`src/rtl/bus_dma_if.sv`:
```
// Pipelined bus bundle between bus_dma (master) and a memory-side slave.
interface bus_dma_if;
  logic        cyc;
  logic        stb;
  logic        we;
  logic [3:0]  sel;
  logic [31:0] adr;
  logic [31:0] data_m2s;
  logic [31:0] data_s2m;
  logic        ack;
  logic        err;
  logic        stall;

  modport master (
    output cyc, stb, we, sel, adr, data_m2s,
    input  data_s2m, ack, err, stall
  );

  modport slave (
    input  cyc, stb, we, sel, adr, data_m2s,
    output data_s2m, ack, err, stall
  );
endinterface

```
`src/rtl/bus_dma.sv`:
```
// Chunked memory-to-memory copy engine on a pipelined bus: read a chunk into a FIFO, then write it.
// Optional ack watchdog is compiled in when BUS_DMA_TIMEOUT_EN is defined.
module bus_dma #(
  parameter int unsigned FIFO_DEPTH = 8,
  parameter int unsigned TIMEOUT    = 255
) (
  input  logic        clk,
  input  logic        rst,
  input  logic        start,
  input  logic [31:0] src_addr,
  input  logic [31:0] dst_addr,
  input  logic [15:0] len,
  output logic        busy,
  output logic        done,
  output logic        error,
  bus_dma_if.master   bus
);

  localparam int unsigned AW = (FIFO_DEPTH > 1) ? $clog2(FIFO_DEPTH) : 1;
  localparam int unsigned CW = $clog2(FIFO_DEPTH + 1);

  if (FIFO_DEPTH < 2 || FIFO_DEPTH > 64 || (FIFO_DEPTH & (FIFO_DEPTH - 1)) != 0 || TIMEOUT == 0)
  begin : g_bad_params
    $error("bus_dma: unsupported FIFO_DEPTH/TIMEOUT");
  end

  typedef enum logic [2:0] {
    StIdle, StRead, StRdrain, StGap, StWrite, StWdrain, StFinish
  } state_e;

  state_e        state_q, state_d;
  logic [31:0]   src_q, src_d, dst_q, dst_d;
  logic [15:0]   rem_q, rem_d;
  logic [CW-1:0] chunk_q, chunk_d, left_q, left_d, outs_q, outs_d;
  logic [AW-1:0] wptr_q, wptr_d, rptr_q, rptr_d;
  logic          wr_phase_q, wr_phase_d;
  logic          error_q, error_d;
  logic [31:0]   mem [FIFO_DEPTH];

  logic          on_bus, stb, issue, ack_ok, push, abort, wd_fire;
  logic [15:0]   rem_src;
  logic [CW-1:0] chunk_sz;

  assign on_bus = (state_q == StRead) || (state_q == StRdrain) ||
                  (state_q == StWrite) || (state_q == StWdrain);
  assign stb    = (state_q == StRead) || (state_q == StWrite);
  assign issue  = stb && !bus.stall;
  // Stray acks (nothing outstanding, or after an abort) are dropped here.
  assign ack_ok = on_bus && bus.ack && (outs_q != '0);
  assign push   = ack_ok && ((state_q == StRead) || (state_q == StRdrain));
  assign abort  = on_bus && (bus.err || wd_fire);

  assign rem_src  = (state_q == StIdle) ? len : rem_q;
  assign chunk_sz = (rem_src >= 16'(FIFO_DEPTH)) ? CW'(FIFO_DEPTH) : CW'(rem_src);

`ifdef BUS_DMA_TIMEOUT_EN
  localparam int unsigned WW = $clog2(TIMEOUT + 1);
  logic [WW-1:0] wd_q, wd_d;

  always_comb begin
    wd_d    = '0;
    wd_fire = 1'b0;
    if (on_bus && (outs_q != '0) && !bus.ack) begin
      if (wd_q == WW'(TIMEOUT - 1)) begin
        wd_fire = 1'b1;
      end else begin
        wd_d = wd_q + 1'b1;
      end
    end
  end

  always_ff @(posedge clk) begin
    if (rst) begin
      wd_q <= '0;
    end else begin
      wd_q <= wd_d;
    end
  end
`else
  assign wd_fire = 1'b0;
`endif

  always_comb begin
    bus.cyc      = on_bus;
    bus.stb      = stb;
    bus.we       = (state_q == StWrite) || (state_q == StWdrain);
    bus.sel      = stb ? 4'hF : 4'h0;
    bus.adr      = (state_q == StRead) ? src_q : (state_q == StWrite) ? dst_q : '0;
    bus.data_m2s = (state_q == StWrite) ? mem[rptr_q] : '0;
  end

  assign busy  = (state_q != StIdle);
  assign done  = (state_q == StFinish);
  assign error = error_q;

  always_comb begin
    state_d    = state_q;
    src_d      = src_q;
    dst_d      = dst_q;
    rem_d      = rem_q;
    chunk_d    = chunk_q;
    left_d     = left_q;
    wr_phase_d = wr_phase_q;
    error_d    = error_q;
    outs_d     = outs_q + CW'(issue) - CW'(ack_ok);
    wptr_d     = push ? wptr_q + 1'b1 : wptr_q;
    rptr_d     = rptr_q;

    unique case (state_q)
      StIdle: begin
        if (start) begin
          error_d    = 1'b0;
          src_d      = src_addr;
          dst_d      = dst_addr;
          outs_d     = '0;
          wptr_d     = '0;
          rptr_d     = '0;
          wr_phase_d = 1'b0;
          rem_d      = '0;
          if ((src_addr[1:0] != 2'b00) || (dst_addr[1:0] != 2'b00)) begin
            error_d = 1'b1;
            state_d = StFinish;
          end else if (len == 16'd0) begin
            state_d = StFinish;
          end else begin
            chunk_d = chunk_sz;
            left_d  = chunk_sz;
            rem_d   = len - 16'(chunk_sz);
            state_d = StRead;
          end
        end
      end
      StRead: begin
        if (issue) begin
          src_d  = src_q + 32'd4;
          left_d = left_q - 1'b1;
          if (left_q == CW'(1)) state_d = StRdrain;
        end
      end
      StRdrain: begin
        if (outs_d == '0) begin
          wr_phase_d = 1'b1;
          state_d    = StGap;
        end
      end
      StGap: begin
        if (wr_phase_q) begin
          left_d  = chunk_q;
          state_d = StWrite;
        end else begin
          chunk_d = chunk_sz;
          left_d  = chunk_sz;
          rem_d   = rem_q - 16'(chunk_sz);
          state_d = StRead;
        end
      end
      StWrite: begin
        if (issue) begin
          dst_d  = dst_q + 32'd4;
          rptr_d = rptr_q + 1'b1;
          left_d = left_q - 1'b1;
          if (left_q == CW'(1)) state_d = StWdrain;
        end
      end
      StWdrain: begin
        if (outs_d == '0) begin
          if (rem_q == 16'd0) begin
            state_d = StFinish;
          end else begin
            wr_phase_d = 1'b0;
            state_d    = StGap;
          end
        end
      end
      StFinish: state_d = StIdle;
      default:  state_d = StIdle;
    endcase

    if (abort) begin
      state_d = StFinish;
      error_d = 1'b1;
    end
  end

  always_ff @(posedge clk) begin
    if (rst) begin
      state_q    <= StIdle;
      src_q      <= '0;
      dst_q      <= '0;
      rem_q      <= '0;
      chunk_q    <= '0;
      left_q     <= '0;
      outs_q     <= '0;
      wptr_q     <= '0;
      rptr_q     <= '0;
      wr_phase_q <= 1'b0;
      error_q    <= 1'b0;
    end else begin
      state_q    <= state_d;
      src_q      <= src_d;
      dst_q      <= dst_d;
      rem_q      <= rem_d;
      chunk_q    <= chunk_d;
      left_q     <= left_d;
      outs_q     <= outs_d;
      wptr_q     <= wptr_d;
      rptr_q     <= rptr_d;
      wr_phase_q <= wr_phase_d;
      error_q    <= error_d;
    end
  end

  // Storage is only read after being written in the same chunk, so it needs no reset.
  always_ff @(posedge clk) begin
    if (push) mem[wptr_q] <= bus.data_s2m;
  end

endmodule

```
`src/flat_wrapper.sv`:
```
// flat-port wrapper written by rule: the top's interface ports become plain ports
module bus_dma_flat 
#(
  parameter int unsigned FIFO_DEPTH = 8,
  parameter int unsigned TIMEOUT    = 255
)
  (clk, rst, start, src_addr, dst_addr, len, busy, done, error, bus_cyc, bus_stb, bus_we, bus_sel, bus_adr, bus_data_m2s, bus_data_s2m, bus_ack, bus_err, bus_stall);
  bus_dma_if bus_i ();
  input  logic clk;
  input  logic rst;
  input  logic start;
  input  logic [31:0] src_addr;
  input  logic [31:0] dst_addr;
  input  logic [15:0] len;
  output logic busy;
  output logic done;
  output logic error;
  output wire logic [$bits(bus_i.cyc)-1:0] bus_cyc;
  output wire logic [$bits(bus_i.stb)-1:0] bus_stb;
  output wire logic [$bits(bus_i.we)-1:0] bus_we;
  output wire logic [$bits(bus_i.sel)-1:0] bus_sel;
  output wire logic [$bits(bus_i.adr)-1:0] bus_adr;
  output wire logic [$bits(bus_i.data_m2s)-1:0] bus_data_m2s;
  input wire logic [$bits(bus_i.data_s2m)-1:0] bus_data_s2m;
  input wire logic [$bits(bus_i.ack)-1:0] bus_ack;
  input wire logic [$bits(bus_i.err)-1:0] bus_err;
  input wire logic [$bits(bus_i.stall)-1:0] bus_stall;
  assign bus_cyc = bus_i.cyc;
  assign bus_stb = bus_i.stb;
  assign bus_we = bus_i.we;
  assign bus_sel = bus_i.sel;
  assign bus_adr = bus_i.adr;
  assign bus_data_m2s = bus_i.data_m2s;
  assign bus_i.data_s2m = bus_data_s2m;
  assign bus_i.ack = bus_ack;
  assign bus_i.err = bus_err;
  assign bus_i.stall = bus_stall;
  bus_dma #(.FIFO_DEPTH(FIFO_DEPTH), .TIMEOUT(TIMEOUT)) u_core (.clk(clk), .rst(rst), .start(start), .src_addr(src_addr), .dst_addr(dst_addr), .len(len), .busy(busy), .done(done), .error(error), .bus(bus_i));
endmodule
```
`config.mk`:
```
export PLATFORM = sky130hd
export DESIGN_NAME = bus_dma_flat
export DESIGN_NICKNAME = d
export VERILOG_FILES = /design/src/rtl/bus_dma_if.sv /design/src/rtl/bus_dma.sv /design/src/flat_wrapper.sv
export SDC_FILE = /design/constraint.sdc
export NUM_CORES = 1
export LEC_CHECK = 0
export CORE_UTILIZATION = 34
export CTS_CLUSTER_DIAMETER = 50
export CTS_CLUSTER_SIZE = 40
export DETAILED_ROUTE_END_ITERATION = 8
export PLACE_DENSITY_LB_ADDON = 0.15
export REMOVE_ABC_BUFFERS = 1
export SLEW_MARGIN = 0
export SYNTH_ARGS = -nofsm -noshare
export SYNTH_HDL_FRONTEND = slang
export SYNTH_SLANG_ARGS = --single-unit
```
`constraint.sdc`:
```
create_clock -name clk -period 8.9 [get_ports clk]
set_clock_uncertainty 0.2 [all_clocks]
set_input_delay 0.89 -clock clk [delete_from_list [all_inputs] [get_ports clk]]
set_output_delay 0.89 -clock clk [all_outputs]
set_load 0.05 [all_outputs]
```
After elaboration in Yosys (flattened, before gate mapping)
Memories as Yosys holds them, arrays and structs flattened. A register that Yosys moved wholly into a read port is not among the register bits. Index checks and enable logic that the tools add are counted.

Register bits: 103. RAM bits: 256. Input port bits: 118. Output and inout bits: 74. Logic and storage cells: 145. Memories kept: 1.

$add $sub $neg: 9. Magnitude comparators: 1. Eq/ne operators: 26. Multiplexer cells: 58. Reduce and logical (&&, ||, !) cells: 38.

Memory list: u_core.mem (depth 8, bits a word 32, read ports 1, clocked after Yosys merged registers in 1, write ports 1, line bus_dma.sv:38) `logic [31:0] mem [FIFO_DEPTH];`.

Operators by type and width (count): 2-to-1 mux 32 bit (7); case mux 32 bit (2 select lines) (2); 2-to-1 mux 16 bit (5); adder 32 x 3 -> 32 bit (second input constant) (2); 2-to-1 mux 3 bit (19); 2-to-1 mux 4 bit (9); zero test 16 bit (2); case mux 16 bit (2 select lines) (1); subtractor 16 x 4 -> 16 bit (2); inequality test 2 bit (second input constant) (9); case mux 3 bit (6 select lines) (1); >= comparator 16 x 4 -> 1 bit (second input constant) (1); inequality test 3 x 2 -> 1 bit (second input constant) (5); AND reduction 7 bit (2); nonzero test 2 bit (7); case mux 4 bit (3 select lines) (1); 2-to-1 mux 1 bit (10); AND reduction 5 bit (2); == test 3 bit (second input constant) (3); AND reduction 3 bit (3); nonzero test 3 bit (3); case mux 4 bit (2 select lines) (1); adder 3 x 1 -> 3 bit (second input constant) (2); == test 3 x 2 -> 1 bit (second input constant) (2); other kinds (18) (31).

Logic depth before layout (Yosys ltp)
Gate-level depths: netlist of run 1.

Depth in word-level cells: 11. Mapped depth: 13. Mapped depth without buffers: 13.

Worst setup path before layout of run 1
Ideal clock, no wire load.

Path type: input port to flip-flop. Start point: input bus_ack. End point: memory u_core.mem[2][0], enable pin. Setup time: 461 ps. Arrival time: 3856 ps. Data required time: 8239 ps. Slack: 4383 ps. Stages: 4. Buffers on the path: 0. Cell sequence: inv_1 a2111oi_2 nand2_1 nor3_1.

Longest elaborated chain between the ends: 5.

RTL lines: start, declared (line flat_wrapper.sv:25) `input wire logic [$bits(bus_i.ack)-1:0] bus_ack;`; logical AND 1 bit (2 in a row) (line bus_dma.sv:49) `assign ack_ok = on_bus && bus.ack && (outs_q != '0);`; logical AND 1 bit (line bus_dma.sv:50) `assign push = ack_ok && ((state_q == StRead) || (state_q == StRdrain));`; 2-to-1 mux 1 bit (line bus_dma.sv:215) `if (push) mem[wptr_q] <= bus.data_s2m;`; 2-to-1 mux 1 bit (implied by the code) (line bus_dma.sv:215); end, declared (line bus_dma.sv:38).

No other way between the ends.

Worst setup path after layout of run 1
Start point: register u_core.state_q[2]. End point: output bus_adr[18].

Longest elaborated chain between the ends: 3. Elaborated cells on any way between the ends: 4. Those cells by class: eq/ne: 2; mux: 2.

RTL lines: start, declared (line bus_dma.sv:31) `state_e state_q, state_d;`; start signal, assigned (line bus_dma.sv:187) `state_q <= StIdle;`; start signal, assigned (line bus_dma.sv:199) `state_q <= state_d;`; == test 3 bit (line bus_dma.sv:88) `bus.adr = (state_q == StRead) ? src_q : (state_q == StWrite) ? dst_q : '0;`; 2-to-1 mux 32 bit (line bus_dma.sv:88); 2-to-1 mux 32 bit * (line bus_dma.sv:88); end, declared (line flat_wrapper.sv:22) `output wire logic [$bits(bus_i.adr)-1:0] bus_adr;`.

Mark *: on every way between the ends. The rest lies on a longest branch, timed or not.

==> flow_metrics.tcl, run 1 <==
set metrics [dict create \
    status "completed" \
    die_h_um 228 \
    core_mm2 0.0503 \
    yosys-top-cells-area "edfxtp_1 44%, dfxtp_1 12%, mux4_2 8.3%" \
    ys_async_sr_fraction_pct 0 \
    area_delta_synth_final_pct 22.9 \
    cts_max_path_buffers 3 \
    fin_crit_sh_pct 53.9 \
    met3_usage_pct 3.69 \
    path_buf_inv 2 \
    min_from "u_core.dst_q[0]$_SDFFE_PP0P_" \
    pin_count 192 \
    synth_top_area_cell "edfxtp_1" \
    post-route-min-period_ns 4.80 \
    powerDensity_mw_per_mm2 265 \
    num_rows 82 \
    use_met1_pct 25.1 \
    worst-setup-path-type "reg2out" \
    syn_inst 1437 \
    clkLatencyLatePin_ns 0.55 \
    gp_congestion 0.828 \
    slowest_delay_ns 0.87 \
    worst_pin_slew_ns 1.04 \
    vias 12600 \
    hold_viol_final 0 \
    r2r_start "u_core.state_q[0]$_SDFFE_PP0P_" \
    grt.busiest_layer "met2" \
    firstDrtPassIters 5 \
    setup_viol 0 \
    hold_depth 2 \
    yosys_warnings 0 \
    via_per_inst 5.49 \
    fin_util_pct 42.4 \
    min-delay-path-class "reg2reg" \
    grt_overflow 0 \
    rrSetupSlack_ns 4.30 \
    crit_chain "or3b_4, buf_4, o21ai_0, clkdlybuf4s50_1" \
    synth_edf_count 256 \
    cp-end-kind "output pin" \
    slew_headroom_pct 30.5 \
    required_ns 7.81 \
    startpoint_type "flop" \
    worstPathArrival_ns 3.71 \
    yosys.cell_count.top_type "edfxtp_1" \
    grt_usage_pct 18.2 \
    power_leakage_nw 6.70 \
    drv_cap 0 \
    avgSynthCellArea_um2 12.1 \
    netlist_area_mm2 0.0174 \
    wl_um 47900 \
    clock_sinks 362 \
    grt_setup_unrepaired "false" \
    instances_no_fill 2298 \
    cts_resized 0 \
    yosysSeqAreaShare_pct 56.5 \
    cts_tree "done" \
    cts-root-buf "clkbuf_16" \
    crit_family "buffers and inverters" \
    cts_hold_buffers 0 \
    yosysUniqueCellTypes 84 \
    synth_common_cells "256 x edfxtp_1, 112 x nand2_1, 106 x dfxtp_1, 106 x nor2_1, 80 x clkbuf_1" \
    design.die.area_mm2 0.0520 \
    portBuffers 191 \
    met2_usage_pct 29.1 \
    wl_per_cell_um 20.8 \
    fmax_ghz 0.208 \
    antenna_cells 0 \
    initial_utilization_pct 34.5 \
    cp_max_fo 60 \
    dp.cells 2219 \
    setup-tns-final_ns 0 \
    die-width_um 228 \
    layout.nets 1733 \
    r2r_cells 12 \
    grt_max_degree 71 \
    cts_made_buffers 43 \
    hold_slack_ns 0.256 \
    yosys_most_used_dff "edfxtp_1" \
    drc_errors 0 \
    grt_antenna_before_repair 3 \
    postCtsSetupRepairBufs 0 \
    ant_nets 0 \
    synth-seq-cells 362 \
    r2r_end "u_core.state_q[0]$_SDFFE_PP0P_" \
    maxSlewViolCount 0 \
    slowest_stage "clkdlybuf4s50_1" \
    peakVddDrop_uv 175 \
    drt_iter0_markers 977 \
    grt_pass1_vias 12400 \
    drive_gt1_share_pct 12.0 \
    hpwl_um 29600 \
    yosysTopAreaCellShare_pct 44.3 \
    grt_pass1_wl_um 73900 \
    clk_pin_slew_ns 0.05 \
    min_to "u_core.dst_q[0]$_SDFFE_PP0P_" \
    ctsHtreeMaxLevel 2 \
]
==> how the worst max path moves through the flow <==
stage                                   startpoint                      endpoint  depth (start not counted)  slack (ns)
floorplan           u_core.state_q[0]$_SDFFE_PP0P_                    bus_adr[4]                          3        3.22
global placement                            len[7]  u_core.rem_q[8]$_SDFFE_PP0P_                         13        3.77
detailed placement                          len[7]  u_core.rem_q[8]$_SDFFE_PP0P_                         13        3.72
CTS                                           flop              bus_data_m2s[11]                          5        4.00
global route                                  flop               bus_data_m2s[0]                          5        3.84
finish              u_core.state_q[2]$_SDFFE_PP0P_                   bus_adr[18]                          4        4.10
==> logic make-up (layout without fill, tap and decap cells) <==
kind of cell / count (synthesis) / after routing / share of synthesized area (%)
AO/OA/AOI/OAI: 349 / 349 / 14.0
XOR/XNOR: 17 / 17 / 0.857
adder cells (fa/ha/maj): 23 / 23 / 1.79
buffers and inverters: 145 / 334 / 3.39
flip-flops: 362 / 362 / 56.5
multiplexers: 102 / 102 / 10.5
AND/OR/NAND/NOR: 439 / 439 / 13.0
==> state kept, by name, indices dropped and copies added (netlist names), 3 cells and up, named ones only <==
name	cells
u_core.dst_q	32
u_core.src_q	32
u_core.state_q	3
u_core.mem	256
u_core.wptr_q	3
u_core.outs_q	4
u_core.left_q	4
u_core.rptr_q	3
u_core.rem_q	16
u_core.chunk_q	4
==> area by class of cell <==
| type | instances | area, µm² |
|---|---|---|
| fillers | 4702 | 28900 |
| flip-flops and latches | 362 | 9820 |
| multi-input cells | 930 | 7050 |
| repair buffers | 216 | 2100 |
| clock buffers | 50 | 1120 |
| well taps | 672 | 841 |
| clock inverters | 29 | 269 |
| inverters | 39 | 146 |
==> per-layer routing <==
metal	routed length, µm	part of all wire, %	vias to the layer above
met1	22100	46	6235
met4	920	1.9	6
met2	22400	47	332
met3	2480	5.2	69
met5	40	0.084	-
li1	-	-	5963
==> worst min-delay path, stage by stage, from the launching register on <==
cell     delay [ns]
dfxtp_1        0.30
nand2_1        0.05
a21oi_1        0.05
==> power by group <==
| group | switching (W) | internal [W] |
|---|---|---|
| Sequential | 0.000202 | 0.00194 |
| Combinational | 0.00114 | 0.000660 |
| Clock | 0.000758 | 0.000960 |
| Total | 0.00210 | 0.00356 |
==> cells in the final DEF (no fill, tap or decap), drive strengths merged, types with 11 or more instances in the layout <==
master / synthesis / layout
dfxtp: 106 / 106
clkdlybuf4s50: 0 / 190
nand2b: 14 / 14
nand3: 42 / 42
nor3: 28 / 28
a31oi: 26 / 26
a21oi: 65 / 65
clkinv: 0 / 15
mux4: 64 / 64
nor2: 106 / 106
a211oi: 23 / 23
nand2: 112 / 112
inv: 39 / 45
edfxtp: 256 / 256
a311oi: 13 / 13
a22o: 22 / 22
clkbuf: 80 / 50
or3: 18 / 18
mux2i: 38 / 38
o31a: 15 / 15
o21ai: 58 / 58
o211ai: 12 / 12
and3: 15 / 15
buf: 26 / 26
or4: 11 / 11
nand4: 23 / 23
o22ai: 15 / 15
nor4: 26 / 26
ha: 20 / 20
==> stage by stage <==
| step | setup slack (ns) | instance area [µm²] | total power [W] |
|---|---|---|---|
| floorplan | 3.22 | 16900 | 0.00335 |
| global placement | 3.77 | 19900 | 0.00395 |
| detailed placement | 3.72 | 19900 | 0.00397 |
| CTS | 4.00 | 21300 | 0.00571 |
| global route | 3.84 | 21300 | 0.00596 |
| finish | 4.10 | 21300 | 0.00566 |
No activity file was read; power rests on OpenSTA's default activity.
==> run 2, diff against run 1 <==
Clock period 8.9 ns to 4.3 ns, I/O delays scaled along.
==> run 2 against run 1 <==
  * Via count increased by 2.1%
  * Global-route usage increased by 0.60 points
  * Final cell count increased by 2.5%
  * Worst hold slack got worse by 0.033 ns
  * Clock power increased by 130%
  * Largest power group unchanged
  * Critical path depth increased by 9
  * Total power increased by 120%
  * First-iteration DRC count decreased by 0.61%
  * Core utilization increased by 1.5 points
==> flow_metrics.tcl, run 2 (synthesis results as in run 1) <==
set metrics [dict create \
    status "completed" \
    num_rows 82 \
    largest_register_ffs 256 \
    wl_per_cell_um 20.9 \
    cts_made_buffers 45 \
    ctsHtreeMaxLevel 2 \
    cts_resized 0 \
    cts_hold_buffers 0 \
    grt_antenna_before_repair 2 \
    initial_utilization_pct 34.5 \
    fmax_ghz 0.246 \
    design.die.area_mm2 0.0520 \
    maxSlewViolCount 0 \
    antenna_cells 0 \
    worst-setup-path-type "in2reg" \
    area_delta_synth_final_pct 27.1 \
    grt_usage_pct 18.8 \
    vias 12900 \
    drive_gt1_share_pct 15.3 \
    setup_viol 0 \
    via_per_inst 5.46 \
    grt_max_degree 58 \
    grt_setup_unrepaired "false" \
    instances_no_fill 2356 \
    hold_slack_ns 0.223 \
    slew_headroom_pct 24.2 \
    cp_max_fo 11 \
    hpwl_um 31300 \
    peakVddDrop_uv 348 \
    clock_sinks 362 \
    cts_tree "done" \
    worst_pin_slew_ns 1.14 \
    layout.nets 1789 \
    grt_pass1_vias 13000 \
    ant_nets 0 \
    required_ns 4.56 \
    postCtsSetupRepairBufs 0 \
    firstDrtPassIters 5 \
    post-route-min-period_ns 4.07 \
    portBuffers 191 \
    fin_crit_sh_pct 94.6 \
    power_leakage_nw 7.10 \
    cp-end-kind "flop" \
    drt_iter0_markers 971 \
    rrSetupSlack_ns 0.41 \
    pin_count 192 \
    worstPathArrival_ns 4.32 \
    finalWorstSetupSlack_ns 0.234 \
    min-delay-path-class "in2reg" \
    cts-root-buf "clkbuf_16" \
    hold_viol_final 0 \
    final_cell_mix "256 x edfxtp_1, 190 x clkdlybuf4s50_1, 112 x nand2_1, 103 x dfxtp_1, 100 x nor2_1" \
    top_regs "u_core.mem (256), u_core.dst_q (32), u_core.src_q (32)" \
    dp.cells 2273 \
    core_mm2 0.0503 \
    drv_cap 0 \
    fin_util_pct 43.9 \
    clk_pin_slew_ns 0.05 \
    post-place-ws_ns -0.270 \
    wl_um 49200 \
    powerDensity_mw_per_mm2 563 \
    setup-tns-final_ns 0 \
    drc_errors 0 \
    startpoint_type "input pin" \
    die_h_um 228 \
    die-width_um 228 \
    gp_congestion 0.870 \
    layout_commonest_cell "edfxtp_1" \
    grt_pass1_wl_um 76200 \
    grt_overflow 0 \
    cts_max_path_buffers 3 \
    max_flop_register "u_core.mem" \
    clkLatencyLatePin_ns 0.56 \
]
==> run 2: changes by cell type in the layout (fill, tap and decap cells not counted), sizes merged <==
cell | previous run | this run
buf | 26 | 80
bufinv | 1 | 6
clkbuf | 50 | 55
clkinv | 15 | 10
clkinvlp | 7 | 5
inv | 45 | 46
==> run 2: metal layers <==
layer  up-vias  GRT usage [%]  part of all wire, %
li1       6084              -                    -
met1      6343           24.8                   45
met2       348           30.7                   47
met3        85           3.91                  5.4
met4         4           6.17                  2.6
met5         -              0                0.061
==> run 2: critical path, cell delays in order <==
cell and delay (ns):
clkdlybuf4s50_1 0.42, or4_1 0.57, or3_4 0.37, buf_4 0.20, nor4_4 0.24, a31oi_1 0.11, buf_4 0.20, ha_1 0.26
nor2b_1 0.14, o31ai_1 0.70, and4_1 0.30, o21ai_0 0.07, a311oi_1 0.29
==> run 2: path summary, 6_finish.rpt <==
kind | cells after the start | from | endpoint
setup / recovery | 13 | len[7] | u_core.rem_q[9]$_SDFFE_PP0P_
hold / removal | 2 | rst | u_core.src_q[9]$_SDFFE_PP0P_
setup reg to reg | 12 | u_core.state_q[2]$_SDFFE_PP0P_ | u_core.state_q[0]$_SDFFE_PP0P_
hold reg to reg | 2 | u_core.src_q[0]$_SDFFE_PP0P_ | u_core.src_q[0]$_SDFFE_PP0P_
==> run 2: where the power goes <==
part	total [W]	internal [W]	switching (W)
Sequential	0.00436	0.00401	0.000345
Combinational	0.00403	0.00153	0.00250
Clock	0.00404	0.00246	0.00158
==> run 2: area by class of cell <==
class | count | area (µm²)
sequential | 362 | 9820
tap | 672 | 841
timing repair buffer | 270 | 2620
clock buffer | 55 | 1240
inverter | 39 | 146
fill | 4726 | 28200
multi-input combinational | 930 | 7050
clock inverter | 28 | 365
==> run 2: through the flow <==
step | total power [W] | instance area (µm²)
final | 0.0124 | 22100
after global routing | 0.0131 | 22100
after CTS | 0.0125 | 22100
after detailed placement | 0.00844 | 20500
after global placement | 0.00839 | 20500
after floorplan | 0.00693 | 16900
==> run 3, diff against run 2 <==
Settings changed: ABC_CLOCK_PERIOD_IN_PS from default to 4300.
==> results of run 3 <==
Final layout, timing and power as in run 2 (identical DEF).
